File: src/rtl/dmem_arbiter_if.sv
// rtl/dmem_arbiter_if.sv - CPU/host data-memory ports and shared memory bus
// slave is the arbiter's view; master is the requesters' and memory's view.
interface dmem_arbiter_if;
   logic        m0_req;
   logic        m0_we;
   logic [7:0]  m0_addr;
   logic [15:0] m0_wdata;
   logic        m0_gnt;
   logic        m0_rvalid;
   logic [15:0] m0_rdata;

   logic        m1_req;
   logic        m1_we;
   logic [7:0]  m1_addr;
   logic [15:0] m1_wdata;
   logic        m1_lock;
   logic        m1_gnt;
   logic        m1_rvalid;
   logic [15:0] m1_rdata;

   logic        mem_en;
   logic        mem_we;
   logic [7:0]  mem_addr;
   logic [15:0] mem_wdata;
   logic [15:0] mem_rdata;

   modport slave (
      input  m0_req, m0_we, m0_addr, m0_wdata,
      output m0_gnt, m0_rvalid, m0_rdata,
      input  m1_req, m1_we, m1_addr, m1_wdata, m1_lock,
      output m1_gnt, m1_rvalid, m1_rdata,
      output mem_en, mem_we, mem_addr, mem_wdata,
      input  mem_rdata
   );

   modport master (
      output m0_req, m0_we, m0_addr, m0_wdata,
      input  m0_gnt, m0_rvalid, m0_rdata,
      output m1_req, m1_we, m1_addr, m1_wdata, m1_lock,
      input  m1_gnt, m1_rvalid, m1_rdata,
      input  mem_en, mem_we, mem_addr, mem_wdata,
      output mem_rdata
   );
endinterface

File: src/rtl/dmem_arbiter.sv
// rtl/dmem_arbiter.sv - two-port data memory arbiter with m1 starvation guard and lock
// Grants are combinational; read data is forwarded from mem_rdata in the response cycle.
module dmem_arbiter #(
   parameter int STARVE_LIMIT = 4
) (
   input  logic          clock,
   input  logic          reset,
   dmem_arbiter_if.slave bus
);

   typedef enum logic [1:0] {IDLE, SHARE, LOCK1} state_t;

   localparam logic [3:0] LIMIT = 4'(STARVE_LIMIT);

   state_t      state_q, state_d;
   logic [3:0]  streak_q, streak_d;
   logic        rd0_q, rd0_d;
   logic        rd1_q, rd1_d;
   logic [15:0] hold0_q, hold0_d;
   logic [15:0] hold1_q, hold1_d;
   logic        gnt0, gnt1;

   always_ff @(posedge clock or negedge reset) begin
      if (!reset) begin
         state_q  <= IDLE;
         streak_q <= 4'd0;
         rd0_q    <= 1'b0;
         rd1_q    <= 1'b0;
         hold0_q  <= 16'd0;
         hold1_q  <= 16'd0;
      end else begin
         state_q  <= state_d;
         streak_q <= streak_d;
         rd0_q    <= rd0_d;
         rd1_q    <= rd1_d;
         hold0_q  <= hold0_d;
         hold1_q  <= hold1_d;
      end
   end

   always_comb begin
      state_d  = state_q;
      streak_d = streak_q;
      gnt0     = 1'b0;
      gnt1     = 1'b0;

      // A held lock shuts m0 out entirely; otherwise m0 wins until m1 has waited too long.
      if (state_q == LOCK1 && bus.m1_lock) begin
         gnt1 = bus.m1_req;
      end else if (bus.m0_req && bus.m1_req) begin
         if (streak_q < LIMIT) gnt0 = 1'b1;
         else                  gnt1 = 1'b1;
      end else begin
         gnt0 = bus.m0_req;
         gnt1 = bus.m1_req;
      end

      // Grants are combinational, so reset must mask them directly.
      if (!reset) begin
         gnt0 = 1'b0;
         gnt1 = 1'b0;
      end

      if (gnt1 || !bus.m1_req) begin
         streak_d = 4'd0;
      end else if (gnt0 && streak_q < LIMIT) begin
         streak_d = streak_q + 4'd1;
      end

      if (gnt1 && bus.m1_lock) begin
         state_d = LOCK1;
      end else if (state_q == LOCK1 && bus.m1_lock) begin
         state_d = LOCK1;
      end else if (bus.m0_req || bus.m1_req || rd0_q || rd1_q) begin
         state_d = SHARE;
      end else begin
         state_d = IDLE;
      end

      rd0_d   = gnt0 & ~bus.m0_we;
      rd1_d   = gnt1 & ~bus.m1_we;
      hold0_d = rd0_q ? bus.mem_rdata : hold0_q;
      hold1_d = rd1_q ? bus.mem_rdata : hold1_q;
   end

   assign bus.m0_gnt    = gnt0;
   assign bus.m1_gnt    = gnt1;
   assign bus.mem_en    = gnt0 | gnt1;
   assign bus.mem_we    = gnt0 ? bus.m0_we    : (gnt1 ? bus.m1_we    : 1'b0);
   assign bus.mem_addr  = gnt0 ? bus.m0_addr  : (gnt1 ? bus.m1_addr  : 8'd0);
   assign bus.mem_wdata = gnt0 ? bus.m0_wdata : (gnt1 ? bus.m1_wdata : 16'd0);

   assign bus.m0_rvalid = rd0_q;
   assign bus.m1_rvalid = rd1_q;
   assign bus.m0_rdata  = rd0_q ? bus.mem_rdata : hold0_q;
   assign bus.m1_rdata  = rd1_q ? bus.mem_rdata : hold1_q;

endmodule

File: src/flat_wrapper.sv
// flat-port wrapper written by rule: the top's interface ports become plain ports
module dmem_arbiter_flat 
#(
   parameter int STARVE_LIMIT = 4
)
  (clock, reset, bus_m0_req, bus_m0_we, bus_m0_addr, bus_m0_wdata, bus_m0_gnt, bus_m0_rvalid, bus_m0_rdata, bus_m1_req, bus_m1_we, bus_m1_addr, bus_m1_wdata, bus_m1_lock, bus_m1_gnt, bus_m1_rvalid, bus_m1_rdata, bus_mem_en, bus_mem_we, bus_mem_addr, bus_mem_wdata, bus_mem_rdata);
  dmem_arbiter_if bus_i ();
  input  logic clock;
  input  logic reset;
  input wire logic [$bits(bus_i.m0_req)-1:0] bus_m0_req;
  input wire logic [$bits(bus_i.m0_we)-1:0] bus_m0_we;
  input wire logic [$bits(bus_i.m0_addr)-1:0] bus_m0_addr;
  input wire logic [$bits(bus_i.m0_wdata)-1:0] bus_m0_wdata;
  output wire logic [$bits(bus_i.m0_gnt)-1:0] bus_m0_gnt;
  output wire logic [$bits(bus_i.m0_rvalid)-1:0] bus_m0_rvalid;
  output wire logic [$bits(bus_i.m0_rdata)-1:0] bus_m0_rdata;
  input wire logic [$bits(bus_i.m1_req)-1:0] bus_m1_req;
  input wire logic [$bits(bus_i.m1_we)-1:0] bus_m1_we;
  input wire logic [$bits(bus_i.m1_addr)-1:0] bus_m1_addr;
  input wire logic [$bits(bus_i.m1_wdata)-1:0] bus_m1_wdata;
  input wire logic [$bits(bus_i.m1_lock)-1:0] bus_m1_lock;
  output wire logic [$bits(bus_i.m1_gnt)-1:0] bus_m1_gnt;
  output wire logic [$bits(bus_i.m1_rvalid)-1:0] bus_m1_rvalid;
  output wire logic [$bits(bus_i.m1_rdata)-1:0] bus_m1_rdata;
  output wire logic [$bits(bus_i.mem_en)-1:0] bus_mem_en;
  output wire logic [$bits(bus_i.mem_we)-1:0] bus_mem_we;
  output wire logic [$bits(bus_i.mem_addr)-1:0] bus_mem_addr;
  output wire logic [$bits(bus_i.mem_wdata)-1:0] bus_mem_wdata;
  input wire logic [$bits(bus_i.mem_rdata)-1:0] bus_mem_rdata;
  assign bus_i.m0_req = bus_m0_req;
  assign bus_i.m0_we = bus_m0_we;
  assign bus_i.m0_addr = bus_m0_addr;
  assign bus_i.m0_wdata = bus_m0_wdata;
  assign bus_m0_gnt = bus_i.m0_gnt;
  assign bus_m0_rvalid = bus_i.m0_rvalid;
  assign bus_m0_rdata = bus_i.m0_rdata;
  assign bus_i.m1_req = bus_m1_req;
  assign bus_i.m1_we = bus_m1_we;
  assign bus_i.m1_addr = bus_m1_addr;
  assign bus_i.m1_wdata = bus_m1_wdata;
  assign bus_i.m1_lock = bus_m1_lock;
  assign bus_m1_gnt = bus_i.m1_gnt;
  assign bus_m1_rvalid = bus_i.m1_rvalid;
  assign bus_m1_rdata = bus_i.m1_rdata;
  assign bus_mem_en = bus_i.mem_en;
  assign bus_mem_we = bus_i.mem_we;
  assign bus_mem_addr = bus_i.mem_addr;
  assign bus_mem_wdata = bus_i.mem_wdata;
  assign bus_i.mem_rdata = bus_mem_rdata;
  dmem_arbiter #(.STARVE_LIMIT(STARVE_LIMIT)) u_core (.clock(clock), .reset(reset), .bus(bus_i));
endmodule
File: config.mk
export PLATFORM = sky130hd
export DESIGN_NAME = dmem_arbiter_flat
export DESIGN_NICKNAME = d
export VERILOG_FILES = /design/src/rtl/dmem_arbiter_if.sv /design/src/rtl/dmem_arbiter.sv /design/src/flat_wrapper.sv
export SDC_FILE = /design/constraint.sdc
export NUM_CORES = 1
export LEC_CHECK = 0
export CAP_MARGIN = 25
export CORE_MARGIN = 4
export CORE_UTILIZATION = 39
export CTS_CLUSTER_SIZE = 30
export DETAILED_ROUTE_END_ITERATION = 6
export PLACE_DENSITY = 0.87
export SYNTH_ARGS = -nofsm -noshare
export SYNTH_HDL_FRONTEND = slang
export SYNTH_SLANG_ARGS = --single-unit
File: constraint.sdc
create_clock -name clock -period 2.3 [get_ports clock]
set_clock_uncertainty 0.1 [all_clocks]
set_input_delay 0.23 -clock clock [delete_from_list [all_inputs] [get_ports clock]]
set_output_delay 0.23 -clock clock [all_outputs]
set_load 0.01 [all_outputs]
Word level (Yosys, flattened, before mapping)
Index checks and enable logic that the tools add are counted.
{ "totals": {"regBits": 40, "output_inout_bits": 62} }
{ "op_classes": {"n_reduce_logical": 10, "muxes": 21, "magnitude_cmp": 1, "n_addsub": 1, "n_eq_ne": 1, "n_bitwise": 5} }
{ "ops": {"columns": ["cell", "count"], "rows": [
  ["$mux W16", 4],
  ["$mux W8", 2],
  ["$mux W1", 11],
  ["$mux W4", 2],
  ["$add A4 B1 Y4 const B", 1],
  ["$logic_and A1 B1 Y1", 4],
  ["$logic_or A1 B1 Y1", 4],
  ["$lt A4 B3 Y1 const B", 1],
  ["$mux W2", 2],
  ["$and A1 B1 Y1", 2],
  ["$eq A2 B2 Y1 const B", 1],
  ["$not A1 Y1", 2],
  ["$reduce_bool A2 Y1", 1],
  ["$logic_not A1 Y1", 1],
  ["$or A1 B1 Y1", 1]
]} }

Longest topological paths before layout
{ "depth": {"depth_word": 8, "mapped_depth": 5, "ltp_nobuf": 4} }

Worst setup path before layout
OpenSTA, ideal clock, no wires.
{ "synth_timing": {"path_type": "register to output", "start": "reg u_core.rd1_q (netlist: u_core.bus.m1_rvalid)", "end": "out bus_m1_rdata[10]", "required_ns": 1.970, "t_arrival_ns": 1.300, "path_buffers": 2, "stages_incl_launch_ff": 4, "slack_ns": 0.670, "path_cell_list": "dfrtp_1 > clkbuf_1 > buf_2 > mux2_2"} }
{ "synth_between": {"elab_chain_cells": 1} }
{ "synth_lines": {"columns": ["item", "line", "rtl"], "rows": [
  ["from (decl)", "dmem_arbiter.sv:18", "logic rd1_q, rd1_d;"],
  ["from (signal assigned)", "dmem_arbiter.sv:35", "rd1_q <= rd1_d;"],
  ["$mux W16", null, null],
  ["to (decl)", "flat_wrapper.sv:24", "output wire logic [$bits(bus_i.m1_rdata)-1:0] bus_m1_rdata;"]
]} }
Every way passes these cells.

Worst setup path in the final report
{ "layout_timing": {"start": "reg u_core.streak_q[2]", "end": "out bus_mem_wdata[7]"} }
{ "layout_between": {"elab_chain_cells": 7, "word_cells_on_any_way": 11, "cone_classes": "order compare (1); mux (10)"} }
{ "layout_lines": {"columns": ["item", "line", "rtl"], "rows": [
  ["from (decl)", "dmem_arbiter.sv:16", "logic [3:0] streak_q, streak_d;"],
  ["from (signal assigned)", "dmem_arbiter.sv:33", "streak_q <= streak_d;"],
  ["$lt A4 B3 Y1 *", "dmem_arbiter.sv:51", "if (streak_q < LIMIT) gnt0 = 1'b1;"],
  ["$mux W1", "dmem_arbiter.sv:51", null],
  ["$mux W1", "dmem_arbiter.sv:50", "end else if (bus.m0_req && bus.m1_req) begin"],
  ["$mux W1", "dmem_arbiter.sv:48", "if (state_q == LOCK1 && bus.m1_lock) begin"],
  ["$mux W1", "dmem_arbiter.sv:59", "if (!reset) begin"],
  ["$mux W16", "dmem_arbiter.sv:91", "assign bus.mem_wdata = gnt0 ? bus.m0_wdata : (gnt1 ? bus.m1_wdata : 16'd0);"],
  ["$mux W16 *", "dmem_arbiter.sv:91", null],
  ["to (decl)", "flat_wrapper.sv:28", "output wire logic [$bits(bus_i.mem_wdata)-1:0] bus_mem_wdata;"]
]} }
Mark *: on every way between the ends. The rest lies on a longest branch, timed or not.

==> results.py <==
metrics = {
    "outcome": {
        "status": "completed",
    },
    "placed_design": {
        "placed_area_um2": 3450,
        "hpwlAfterDp_mm": 5.10,
        "port_buffers": 132,
        "dp_slack_ns": -0.0872,
        "gp_congestion": 0.838,
    },
    "timing": {
        "finalSetupViolCount": 0,
        "rsz0062_at_grt": "false",
        "min_period_over_period_pct": 96.0,
        "drv_slew": 0,
        "timing.setup.tns_ns": 0,
        "fmax_mhz": 453,
        "relSlewSlack_pct": 68.2,
        "period_needed_ns": 2.21,
        "final-hold-violation-count": 0,
        "worst_pin_slew_ns": 0.477,
        "setup_ws_ns": 0.0920,
    },
    "clock_network": {
        "path_clk_slew_ns": 0.08,
        "numCtsBuffers": 5,
        "insertion_delay_ns": 0.29,
        "cts.sinks": 40,
        "htree_levels": 2,
        "root_buffer": "clkbuf_8",
        "tritoncts": "built",
        "clock_path_buffers": 2,
    },
    "die": {
        "io_pins": 133,
        "die_y_um": 79.4,
        "fp.dieArea_um2": 6300,
        "initial_core_util_pct": 41.2,
        "core_um2": 4820,
        "dieWidth_um": 79.4,
        "fp-row-count": 25,
    },
    "synth": {
        "syn_area_per_cell_um2": 10.2,
        "yosysWarningCount": 0,
        "synth_edf_count": 0,
        "ys.flop_type": "dfrtp_1",
        "synth_top_area_share_pct": 50.4,
        "syn-cell-area_um2": 1990,
        "yosysTopAreaCell": "dfrtp_1",
        "ys_ff_latch": 40,
        "synthDistinctLibCells": 27,
        "yosysMostFrequentCell": "nand2_1",
        "async_flop_share_pct": 100,
        "ys_top_cells_by_area": "dfrtp_1 (50%), mux2_2 (18%), nand2_1 (10%)",
        "synth.yosys.seq_area_share_pct": 50.4,
        "synth_nets": 267,
        "syn_inst": 195,
        "synthTopCellsByCount": "nand2_1 (53), dfrtp_1 (40), mux2_2 (32)",
    },
    "pwr": {
        "leakage_nw": 1.59,
        "peakVddDrop_mv": 0.311,
        "p_per_area_nw_per_um2": 598,
    },
    "critical_path": {
        "cp_max_fo": 25,
        "critical_path_class": "reg2out",
        "reg2reg_to": "u_core.streak_q[2]",
        "reg2reg_depth": 4,
        "cp.required_ns": 1.97,
        "critPathCaptureType": "primary output",
        "path_buf_inv": 2,
        "arrival_ns": 1.88,
        "critical_path.top_delay_family": "buffers and inverters",
        "worstReg2RegStart": "u_core.streak_q[2]",
        "start_kind": "flop",
        "slowest_delay_ns": 0.42,
        "reg2reg_slack_ns": 0.77,
        "cp_cell_sequence": "or3b_4, o21ai_4, buf_12, o22ai_1, dlygate4sd2_1",
        "crit_path_top_delay_cell": "dfrtp_1",
    },
    "run": {
        "drv_cap": 0,
    },
    "grt": {
        "grt_max_degree": 56,
        "grt_first_pass_wirelength_mm": 10.1,
        "antenna_found_initial": 0,
        "grtUsageTotal_pct": 21.2,
        "grt-ovfl-total": 0,
        "grt_pass1_vias": 2032,
    },
    "final_layout": {
        "diodes": 0,
        "fill_cells": 356,
        "regArea_um2": 1000,
        "fin_area_um2": 3530,
        "area_growth_pct": 77.9,
        "final_nets": 404,
        "drive_above_1_share_pct": 16.5,
        "multiInputGateArea_um2": 898,
    },
    "routing": {
        "drt-total-wl_mm": 6.53,
        "vias": 1971,
        "drt_iter0_drc": 56,
        "antenna_left": 0,
        "dr.pass1.iters": 4,
        "vias_per_cell": 4.93,
        "remaining_drc_errors": 0,
        "post_drt_wl_per_cell_um": 16.3,
    },
    "hold_path": {
        "holdCritPathClass": "in2async",
    },
}
[through the flow]
step | instances | util, % | hold WS (ns) | power (W)
finish | 400 | 73.3 | 0.143 | 0.00211
CTS | 400 | 73.2 | 0.127 | 0.00214
global placement | 391 | 71.7 | 0.126 | 0.00165
floorplan | 195 | - | -0.166 | 0.00117
global route | 400 | 73.3 | 0.179 | 0.00223
detailed placement | 391 | 71.7 | 0.124 | 0.00168
[state kept, by name, indices dropped and copies added (netlist names)]
signal and flops:
u_core.hold1_q 16, u_core.hold0_q 16, u_core.streak_q 4, u_core.state_q 2
u_core.bus.m0_rvalid 1, u_core.bus.m1_rvalid 1
[layout make-up]
class / instances / area share (%)
Tap cell: 67 / 2.37
Inverter: 3 / 0.319
Clock buffer: 6 / 2.34
Sequential cell: 40 / 28.3
Multi-Input combinational cell: 137 / 25.4
Clock inverter: 2 / 0.283
Timing Repair Buffer: 145 / 40.9
[power breakdown]
group	total, W	switching [W]	internal [W]
Clock	0.000468	0.000229	0.000239
Sequential	0.000858	0.0000347	0.000823
Combinational	0.000785	0.000313	0.000472
Total	0.00211	0.000576	0.00153
[layer usage]
layer | wire length (um) | track usage, % | vias up
met5 | 0 | 0 | -
met4 | 55 | 5.67 | 0
met3 | 720 | 9.30 | 5
met2 | 3370 | 38.9 | 112
met1 | 2390 | 22.0 | 902
li1 | - | - | 952
[cell families after synthesis]
| group | share of synthesized area (%) |
|---|---|
| AND/OR/NAND/NOR | 15.5 |
| flip-flops | 50.4 |
| AO/OA/AOI/OAI | 11.0 |
| multiplexers | 18.1 |
| buffers and inverters | 4.35 |
| adder cells (fa/ha/maj) | 0.630 |
[how the worst max path moves through the flow]
stage	startpoint	to	depth (start not counted)
3_3_place_gp	bus_m0_req	bus_mem_wdata[3]	6
4_1_cts	u_core.streak_q[2]	bus_m1_gnt	5
3_5_place_dp	bus_m0_req	bus_mem_wdata[3]	6
6_report	u_core.streak_q[2]	bus_mem_wdata[7]	5
5_1_grt	u_core.streak_q[2]	bus_mem_addr[6]	5
2_1_floorplan	u_core.bus.m1_rvalid	bus_m1_rdata[10]	3
[what timing repair did]
action | in CTS | in global routing
pin swaps | 0 | 1
hold endpoints to repair | 4 | 0
hold buffers | 1 | 0
buffers inserted | 0 | 0
gates resized for setup | 25 | 3
endpoints found under the setup margin | 25 | 2
[placed cells by master (no fill, tap or decap), types with 3 or more instances in the layout]
cell type | synthesis | layout
buf_4 | 0 | 9
nor2_1 | 4 | 4
mux2_2 | 32 | 32
clkdlybuf4s50_1 | 0 | 103
nand2_1 | 53 | 53
dlymetal6s2s_1 | 0 | 3
clkbuf_8 | 0 | 6
o22ai_1 | 26 | 26
dlygate4sd2_1 | 0 | 25
inv_1 | 3 | 3
dfrtp_1 | 40 | 40
buf_12 | 0 | 4
Power figures use the tool's default switching activity.
